===== config.mk =====
export PLATFORM = sky130hd
export DESIGN_NAME = controller_sequencer
export DESIGN_NICKNAME = d
export VERILOG_FILES = /design/src/rtl/controller_sequencer.sv
export SDC_FILE = /design/constraint.sdc
export NUM_CORES = 1
export LEC_CHECK = 0
export CAP_MARGIN = 20
export CORE_UTILIZATION = 35
export CTS_BUF_LIST = sky130_fd_sc_hd__clkbuf_2 sky130_fd_sc_hd__clkbuf_4 sky130_fd_sc_hd__clkbuf_8
export DETAILED_ROUTE_END_ITERATION = 16
export PLACE_DENSITY = 0.7
export SYNTH_ARGS = -nofsm -noshare
export SYNTH_HDL_FRONTEND = slang
export SYNTH_SLANG_ARGS = --single-unit
export TNS_END_PERCENT = 20

===== constraint.sdc =====
create_clock -name clock -period 1.6 [get_ports clock]
set_clock_uncertainty 0.15 [all_clocks]
set_input_delay 0.24 -clock clock [delete_from_list [all_inputs] [get_ports clock]]
set_output_delay 0.24 -clock clock [all_outputs]
set_load 0.1 [all_outputs]

===== src/rtl/controller_sequencer.sv =====
// SAP-1 control unit: one-hot T-state ring (T1..T6) plus a HALT state,
// with Moore decode of the control word from (state, opcode).
module controller_sequencer #(
    parameter int OPCODE_W  = 4,
    parameter bit SKIP_IDLE = 1'b0
) (
    input  logic                clock,
    input  logic                reset,
    input  logic [OPCODE_W-1:0] opcode,
    output logic                pc_increment,
    output logic                pc_output_to_bus,
    output logic                mar_load,
    output logic                ram_output_to_bus,
    output logic                ir_load,
    output logic                ir_output_to_bus,
    output logic                a_load,
    output logic                a_output_to_bus,
    output logic                alu_subtract,
    output logic                alu_output_to_bus,
    output logic                b_load,
    output logic                out_load,
    output logic                halted,
    output logic [5:0]          t_state
);

    // Bit 6 is HALT; bits 5:0 are the T1..T6 ring.
    localparam logic [6:0] S_T1   = 7'b000_0001;
    localparam logic [6:0] S_T2   = 7'b000_0010;
    localparam logic [6:0] S_T3   = 7'b000_0100;
    localparam logic [6:0] S_T4   = 7'b000_1000;
    localparam logic [6:0] S_T5   = 7'b001_0000;
    localparam logic [6:0] S_T6   = 7'b010_0000;
    localparam logic [6:0] S_HALT = 7'b100_0000;

    localparam logic [OPCODE_W-1:0] OP_LDA = OPCODE_W'(0);
    localparam logic [OPCODE_W-1:0] OP_ADD = OPCODE_W'(1);
    localparam logic [OPCODE_W-1:0] OP_SUB = OPCODE_W'(2);
    localparam logic [OPCODE_W-1:0] OP_OUT = OPCODE_W'(14);
    localparam logic [OPCODE_W-1:0] OP_HLT = OPCODE_W'(15);

    logic [6:0] state_q, state_d;
    logic       is_lda, is_add, is_sub, is_out, is_hlt, is_mem;

    assign is_lda = (opcode == OP_LDA);
    assign is_add = (opcode == OP_ADD);
    assign is_sub = (opcode == OP_SUB);
    assign is_out = (opcode == OP_OUT);
    assign is_hlt = (opcode == OP_HLT);
    // Instructions that fetch an operand from RAM in T4/T5.
    assign is_mem = is_lda | is_add | is_sub;

    // Next-state: step the ring, shortcut to T1 when SKIP_IDLE, any illegal encoding recovers to T1.
    always_comb begin
        state_d = S_T1;
        case (state_q)
            S_T1:   state_d = S_T2;
            S_T2:   state_d = S_T3;
            S_T3:   state_d = S_T4;
            S_T4: begin
                if (is_hlt)                 state_d = S_HALT;
                else if (SKIP_IDLE && !is_mem) state_d = S_T1;
                else                        state_d = S_T5;
            end
            S_T5: begin
                if (SKIP_IDLE && !(is_add || is_sub)) state_d = S_T1;
                else                                  state_d = S_T6;
            end
            S_T6:   state_d = S_T1;
            S_HALT: state_d = S_HALT;
            default: state_d = S_T1;
        endcase
    end

    // State register; reset aborts any instruction and restarts at T1.
    always_ff @(posedge clock) begin
        if (reset) state_q <= S_T1;
        else       state_q <= state_d;
    end

    logic cp_c, ep_c, lm_c, ce_c, li_c, ei_c, la_c, ea_c, su_c, eu_c, lb_c, lo_c;
    logic [5:0] t_c;

    // Moore decode of the control word; stable for the whole cycle.
    always_comb begin
        cp_c = 1'b0; ep_c = 1'b0; lm_c = 1'b0; ce_c = 1'b0;
        li_c = 1'b0; ei_c = 1'b0; la_c = 1'b0; ea_c = 1'b0;
        su_c = 1'b0; eu_c = 1'b0; lb_c = 1'b0; lo_c = 1'b0;
        t_c  = 6'b0;
        case (state_q)
            S_T1: begin ep_c = 1'b1; lm_c = 1'b1; end
            S_T2: cp_c = 1'b1;
            S_T3: begin ce_c = 1'b1; li_c = 1'b1; end
            S_T4: begin
                if (is_mem) begin
                    ei_c = 1'b1; lm_c = 1'b1;
                end else if (is_out) begin
                    ea_c = 1'b1; lo_c = 1'b1;
                end
            end
            S_T5: begin
                if (is_lda) begin
                    ce_c = 1'b1; la_c = 1'b1;
                end else if (is_add || is_sub) begin
                    ce_c = 1'b1; lb_c = 1'b1;
                end
            end
            S_T6: begin
                if (is_add || is_sub) begin
                    eu_c = 1'b1; la_c = 1'b1; su_c = is_sub;
                end
            end
            default: ;
        endcase
        case (state_q)
            S_T1, S_T2, S_T3, S_T4, S_T5, S_T6: t_c = state_q[5:0];
            default: t_c = 6'b0;
        endcase
    end

    // Reset gates every control strobe so the datapath sees nothing while it is held.
    assign pc_increment      = cp_c & ~reset;
    assign pc_output_to_bus  = ep_c & ~reset;
    assign mar_load          = lm_c & ~reset;
    assign ram_output_to_bus = ce_c & ~reset;
    assign ir_load           = li_c & ~reset;
    assign ir_output_to_bus  = ei_c & ~reset;
    assign a_load            = la_c & ~reset;
    assign a_output_to_bus   = ea_c & ~reset;
    assign alu_subtract      = su_c & ~reset;
    assign alu_output_to_bus = eu_c & ~reset;
    assign b_load            = lb_c & ~reset;
    assign out_load          = lo_c & ~reset;
    assign halted            = (state_q == S_HALT);
    assign t_state           = t_c;

endmodule

==> metrics.txt, run 1 <==
# TYPE chip_impl_metric gauge
chip_impl_metric{name="pin_count_of_the_biggest_net_entering_global_routing",unit=""} 11
chip_impl_metric{name="critPathRequiredTime",unit="ns"} 1.21
chip_impl_metric{name="floorplan.die_area",unit="sq mm"} 0.00185
chip_impl_metric{name="total_standard_cell_area_after_synthesis",unit="sq um"} 589
chip_impl_info{name="rsz0062_at_grt",value="true"} 1
chip_impl_info{name="cp-end-kind",value="output port"} 1
chip_impl_metric{name="dp.final_hpwl",unit="um"} 1750
chip_impl_metric{name="timing_worst_slew_pin_value",unit="ns"} 0.390
chip_impl_info{name="clock-root-buffer",value="clkbuf_4"} 1
chip_impl_info{name="violated_checks",value="negative setup slack"} 1
chip_impl_metric{name="vdd_ir_drop_max",unit="mV"} 0.369
chip_impl_metric{name="fillCellCount",unit=""} 62
chip_impl_metric{name="drive_above_1_share",unit="%"} 70.4
chip_impl_info{name="reg_top3",value="state_q (7)"} 1
chip_impl_metric{name="postSynthCellCount",unit=""} 71
chip_impl_info{name="critical_path_class",value="reg -> out"} 1
chip_impl_info{name="crit_slowest_cell",value="dfxtp_2"} 1
chip_impl_metric{name="fin_crit_sh",unit="%"} 134
chip_impl_metric{name="cts_hold_repair.buffers",unit=""} 0
chip_impl_metric{name="yosys_warnings",unit=""} 0
chip_impl_metric{name="detail_route.wl_per_cell",unit="um"} 19.2
chip_impl_info{name="tritoncts_clock_tree",value="done"} 1
chip_impl_metric{name="die_h",unit="um"} 43.0
chip_impl_info{name="top_register",value="state_q"} 1
chip_impl_metric{name="finalWirelength",unit="um"} 2700
chip_impl_metric{name="pwr-share-comb",unit="%"} 57.6
chip_impl_metric{name="io_pins",unit=""} 25
chip_impl_info{name="timing.hold.worst.class",value="reg -> reg"} 1
chip_impl_info{name="outcome",value="complete, but fails checks"} 1
chip_impl_metric{name="clockBufferDepth",unit=""} 2
chip_impl_metric{name="port-buffer-count",unit=""} 24
chip_impl_metric{name="place_inst",unit=""} 135
chip_impl_metric{name="finalMaxSlewViolations",unit=""} 0
chip_impl_metric{name="placement_rows",unit=""} 14
chip_impl_metric{name="critical_path_fanouts_max",unit=""} 4
chip_impl_metric{name="count_of_endpoints_failing_hold_in_the_final_timing_report",unit=""} 0
chip_impl_metric{name="via_count_of_the_first_global_routing_pass",unit=""} 753
chip_impl_metric{name="max_clock_freq",unit="MHz"} 468
chip_impl_metric{name="first_pass_iters",unit=""} 4
chip_impl_metric{name="proportion_of_total_power_due_to_net_switching",unit="%"} 44.1
chip_impl_metric{name="worst_ep_arrival_time",unit="ns"} 1.75
chip_impl_metric{name="power_frac_seq",unit="%"} 22.6
chip_impl_metric{name="cellInternalPower",unit="W"} 0.000495
chip_impl_metric{name="total_leakage_power",unit="nW"} 0.579
chip_impl_metric{name="cap_viol_max_count",unit=""} 0
chip_impl_metric{name="yosys_register_bits",unit=""} 7
chip_impl_metric{name="antenna-diode-count",unit=""} 0
chip_impl_metric{name="net_total_in_the_final_layout",unit=""} 132
chip_impl_info{name="cpLargestDelayFamily",value="simple AND/OR/NAND/NOR gates"} 1
chip_impl_metric{name="layout-area-overhead-vs-synth",unit="%"} 140
chip_impl_metric{name="largest_register_ffs",unit=""} 7
chip_impl_metric{name="p_switching",unit="W"} 0.000391
chip_impl_metric{name="synth.yosys.seq_area_share",unit="%"} 23.8
chip_impl_metric{name="report.power.total",unit="W"} 0.000886
chip_impl_metric{name="numCtsBuffers",unit=""} 3
chip_impl_metric{name="critical-path-max-stage-delay",unit="ns"} 0.34
chip_impl_metric{name="finish.cell_count_without_fillers",unit=""} 141
chip_impl_metric{name="power_frac_clock",unit="%"} 19.9
chip_impl_metric{name="path_clk_slew",unit="ns"} 0.06
chip_impl_metric{name="die_width",unit="um"} 43.0
chip_impl_metric{name="clk_latency",unit="ns"} 0.26
chip_impl_info{name="crit_path_cell_trace",value="nor4_4 > buf_4 > nor4b_4 > and2b_4 > buf_12"} 1
chip_impl_metric{name="cellPowerDensity",unit="mW/mm^2"} 627
chip_impl_info{name="critPathLaunchType",value="register"} 1
chip_impl_metric{name="gpl.final_weighted_congestion",unit=""} 0.782
chip_impl_metric{name="antenna_violating_nets_post_route",unit=""} 0
chip_impl_metric{name="tmin_final",unit="ns"} 2.14
chip_impl_metric{name="core_region_area",unit="sq mm"} 0.00154
chip_impl_metric{name="all_layer_global_routing_usage",unit="%"} 24.8
chip_impl_metric{name="final_core_util",unit="%"} 91.6
chip_impl_metric{name="start_util",unit="%"} 38.2
chip_impl_metric{name="finalSetupViolCount",unit=""} 20
chip_impl_metric{name="total_via_count_in_the_routed_design",unit=""} 823
chip_impl_metric{name="setup_ws",unit="ns"} -0.538
chip_impl_metric{name="ys_types",unit=""} 31
chip_impl_metric{name="drcViolationCount",unit=""} 0
chip_impl_metric{name="worstPathBufferInverterCount",unit=""} 2
chip_impl_metric{name="antenna_violations_before_repair",unit=""} 0
chip_impl_metric{name="synth_fp_nets",unit=""} 77
chip_impl_metric{name="grt_pass1_wl",unit="um"} 3400
chip_impl_metric{name="timing.max_slew.rel_slack",unit="%"} 74.0
chip_impl_metric{name="drt_iter0_markers",unit=""} 8
chip_impl_metric{name="grt-ovfl-total",unit=""} 0
chip_impl_metric{name="clock_sinks",unit=""} 7
chip_impl_metric{name="h_tree_levels",unit=""} 1
chip_impl_metric{name="detail_route.vias_per_cell",unit=""} 5.84
chip_impl_metric{name="avgSynthCellArea",unit="sq um"} 8.30
[kinds of logic (layout without fill, tap and decap cells)]
family	after synthesis	after routing	synth area share (%)
AOI/OAI and AO/OA	7	7	12.5
DFF	7	7	23.8
xor gates and xnor gates	2	2	2.97
and+or+nand+nor	45	45	51.8
buffers and inverters	10	64	8.92
[layout make-up]
type / instances / area, sq um / share of cell area (%)
Clock buffer: 3 / 22.5 / 1.59
Clock inverter: 1 / 5.00 / 0.354
Inverter: 5 / 21.3 / 1.51
Multi-Input combinational cell: 54 / 517 / 36.6
Sequential cell: 7 / 153 / 10.8
Tap cell: 16 / 20.0 / 1.42
Timing Repair Buffer: 55 / 674 / 47.7
[worst register-to-register path, delay by kind of cell (launching register included)]
family                 cells  cell delay (ns)
buffers and inverters      2             0.38
AND/OR/NAND/NOR            3             0.68
flip-flops                 1             0.34
[cells in the final DEF (no fill, tap or decap), types with 2 or more instances in the layout]
| master | instances |
|---|---|
| nor4b_1 | 2 |
| clkbuf_4 | 3 |
| nor3_1 | 4 |
| dfxtp_2 | 4 |
| nand3_2 | 2 |
| nand2_1 | 4 |
| inv_2 | 2 |
| buf_4 | 28 |
| clkdlybuf4s50_1 | 5 |
| buf_12 | 19 |
| nor2_2 | 3 |
| nand4_1 | 2 |
| nor4_4 | 3 |
| buf_6 | 3 |
| nor3_2 | 2 |
| dfxtp_4 | 2 |
| nor2_1 | 5 |
| inv_1 | 2 |
| nor2_4 | 4 |
| xor2_1 | 2 |
[metal layers]
metal | up-vias | wire (um) | track usage, %
li1 | 367 | - | -
met3 | 14 | 175 | 7.23
met2 | 49 | 1370 | 46.1
met4 | 0 | 111 | 6.67
met1 | 393 | 1040 | 26.9
met5 | - | 0 | 0
[synthesized netlist by cell type, drive strengths merged]
master / count / area, sq um
a2111oi: 1 / 27.5
a211o: 1 / 8.76
a21oi: 2 / 13.8
a41oi: 1 / 8.76
and2b: 2 / 15.0
and4: 1 / 8.76
buf: 3 / 26.3
clkbuf: 2 / 7.51
dfxtp: 7 / 140
inv: 5 / 18.8
nand2: 4 / 15.0
nand2b: 2 / 15.0
nand3: 4 / 25.0
nand3b: 1 / 7.51
nand4: 2 / 12.5
nor2: 12 / 45.0
nor3: 6 / 30.0
nor3b: 2 / 15.0
nor4: 4 / 55.1
nor4b: 3 / 41.3
o22ai: 1 / 6.26
o32ai: 1 / 8.76
or2b: 1 / 8.76
or4: 1 / 11.3
xor2: 2 / 17.5
[per-stage QoR]
| step | TNS, ns | instance area [sq um] | setup slack [ns] | hold WS, ns |
|---|---|---|---|---|
| finish | -7.86 | 1410 | -0.538 | 0.463 |
| global route | -8.86 | 1410 | -0.586 | 0.489 |
| CTS | -7.43 | 1340 | -0.522 | 0.495 |
| detailed placement | -4.49 | 1260 | -0.431 | 0.516 |
| global placement | -3.88 | 1260 | -0.374 | 0.513 |
| floorplan | -15.54 | 634 | -1.17 | 0.227 |
[timing repair]
action	in CTS	in global routing
endpoints found under the setup margin	20	21
buffers inserted	0	2
pin swaps	3	7
gates resized for setup	17	15
[worst paths after layout]
| path | start | endpoint | slack, ns | depth (start not counted) |
|---|---|---|---|---|
| min | state_q[5]$_SDFF_PP0_ | state_q[0]$_SDFF_PP1_ | 0.46 | 2 |
| min reg2reg | state_q[5]$_SDFF_PP0_ | state_q[0]$_SDFF_PP1_ | 0.46 | 2 |
| max | state_q[6]$_SDFF_PP0_ | ir_load | -0.54 | 5 |
| max reg2reg | state_q[6]$_SDFF_PP0_ | state_q[3]$_SDFF_PP0_ | 0 | 5 |
[power by group through the flow]
stage | registers, W | logic [W] | clock network (W)
2_1_floorplan | 0.000202 | 0.000259 | 0
3_3_place_gp | 0.000204 | 0.000437 | 0
3_5_place_dp | 0.000203 | 0.000446 | 0
4_1_cts | 0.000200 | 0.000456 | 0.000168
5_1_grt | 0.000201 | 0.000526 | 0.000189
6_report | 0.000200 | 0.000510 | 0.000176
Power figures use the tool's default switching activity.
==> inputs of run 2 (changes only) <==
--- a/config.mk
+++ b/config.mk
@@ -5,7 +5,6 @@
 export SDC_FILE = /design/constraint.sdc
 export NUM_CORES = 1
 export LEC_CHECK = 0
-export CAP_MARGIN = 20
 export CORE_UTILIZATION = 35
 export CTS_BUF_LIST = sky130_fd_sc_hd__clkbuf_2 sky130_fd_sc_hd__clkbuf_4 sky130_fd_sc_hd__clkbuf_8
 export DETAILED_ROUTE_END_ITERATION = 16
==> results of run 2 <==
Same layout as run 1: the final DEF is identical, and so are final timing and power.
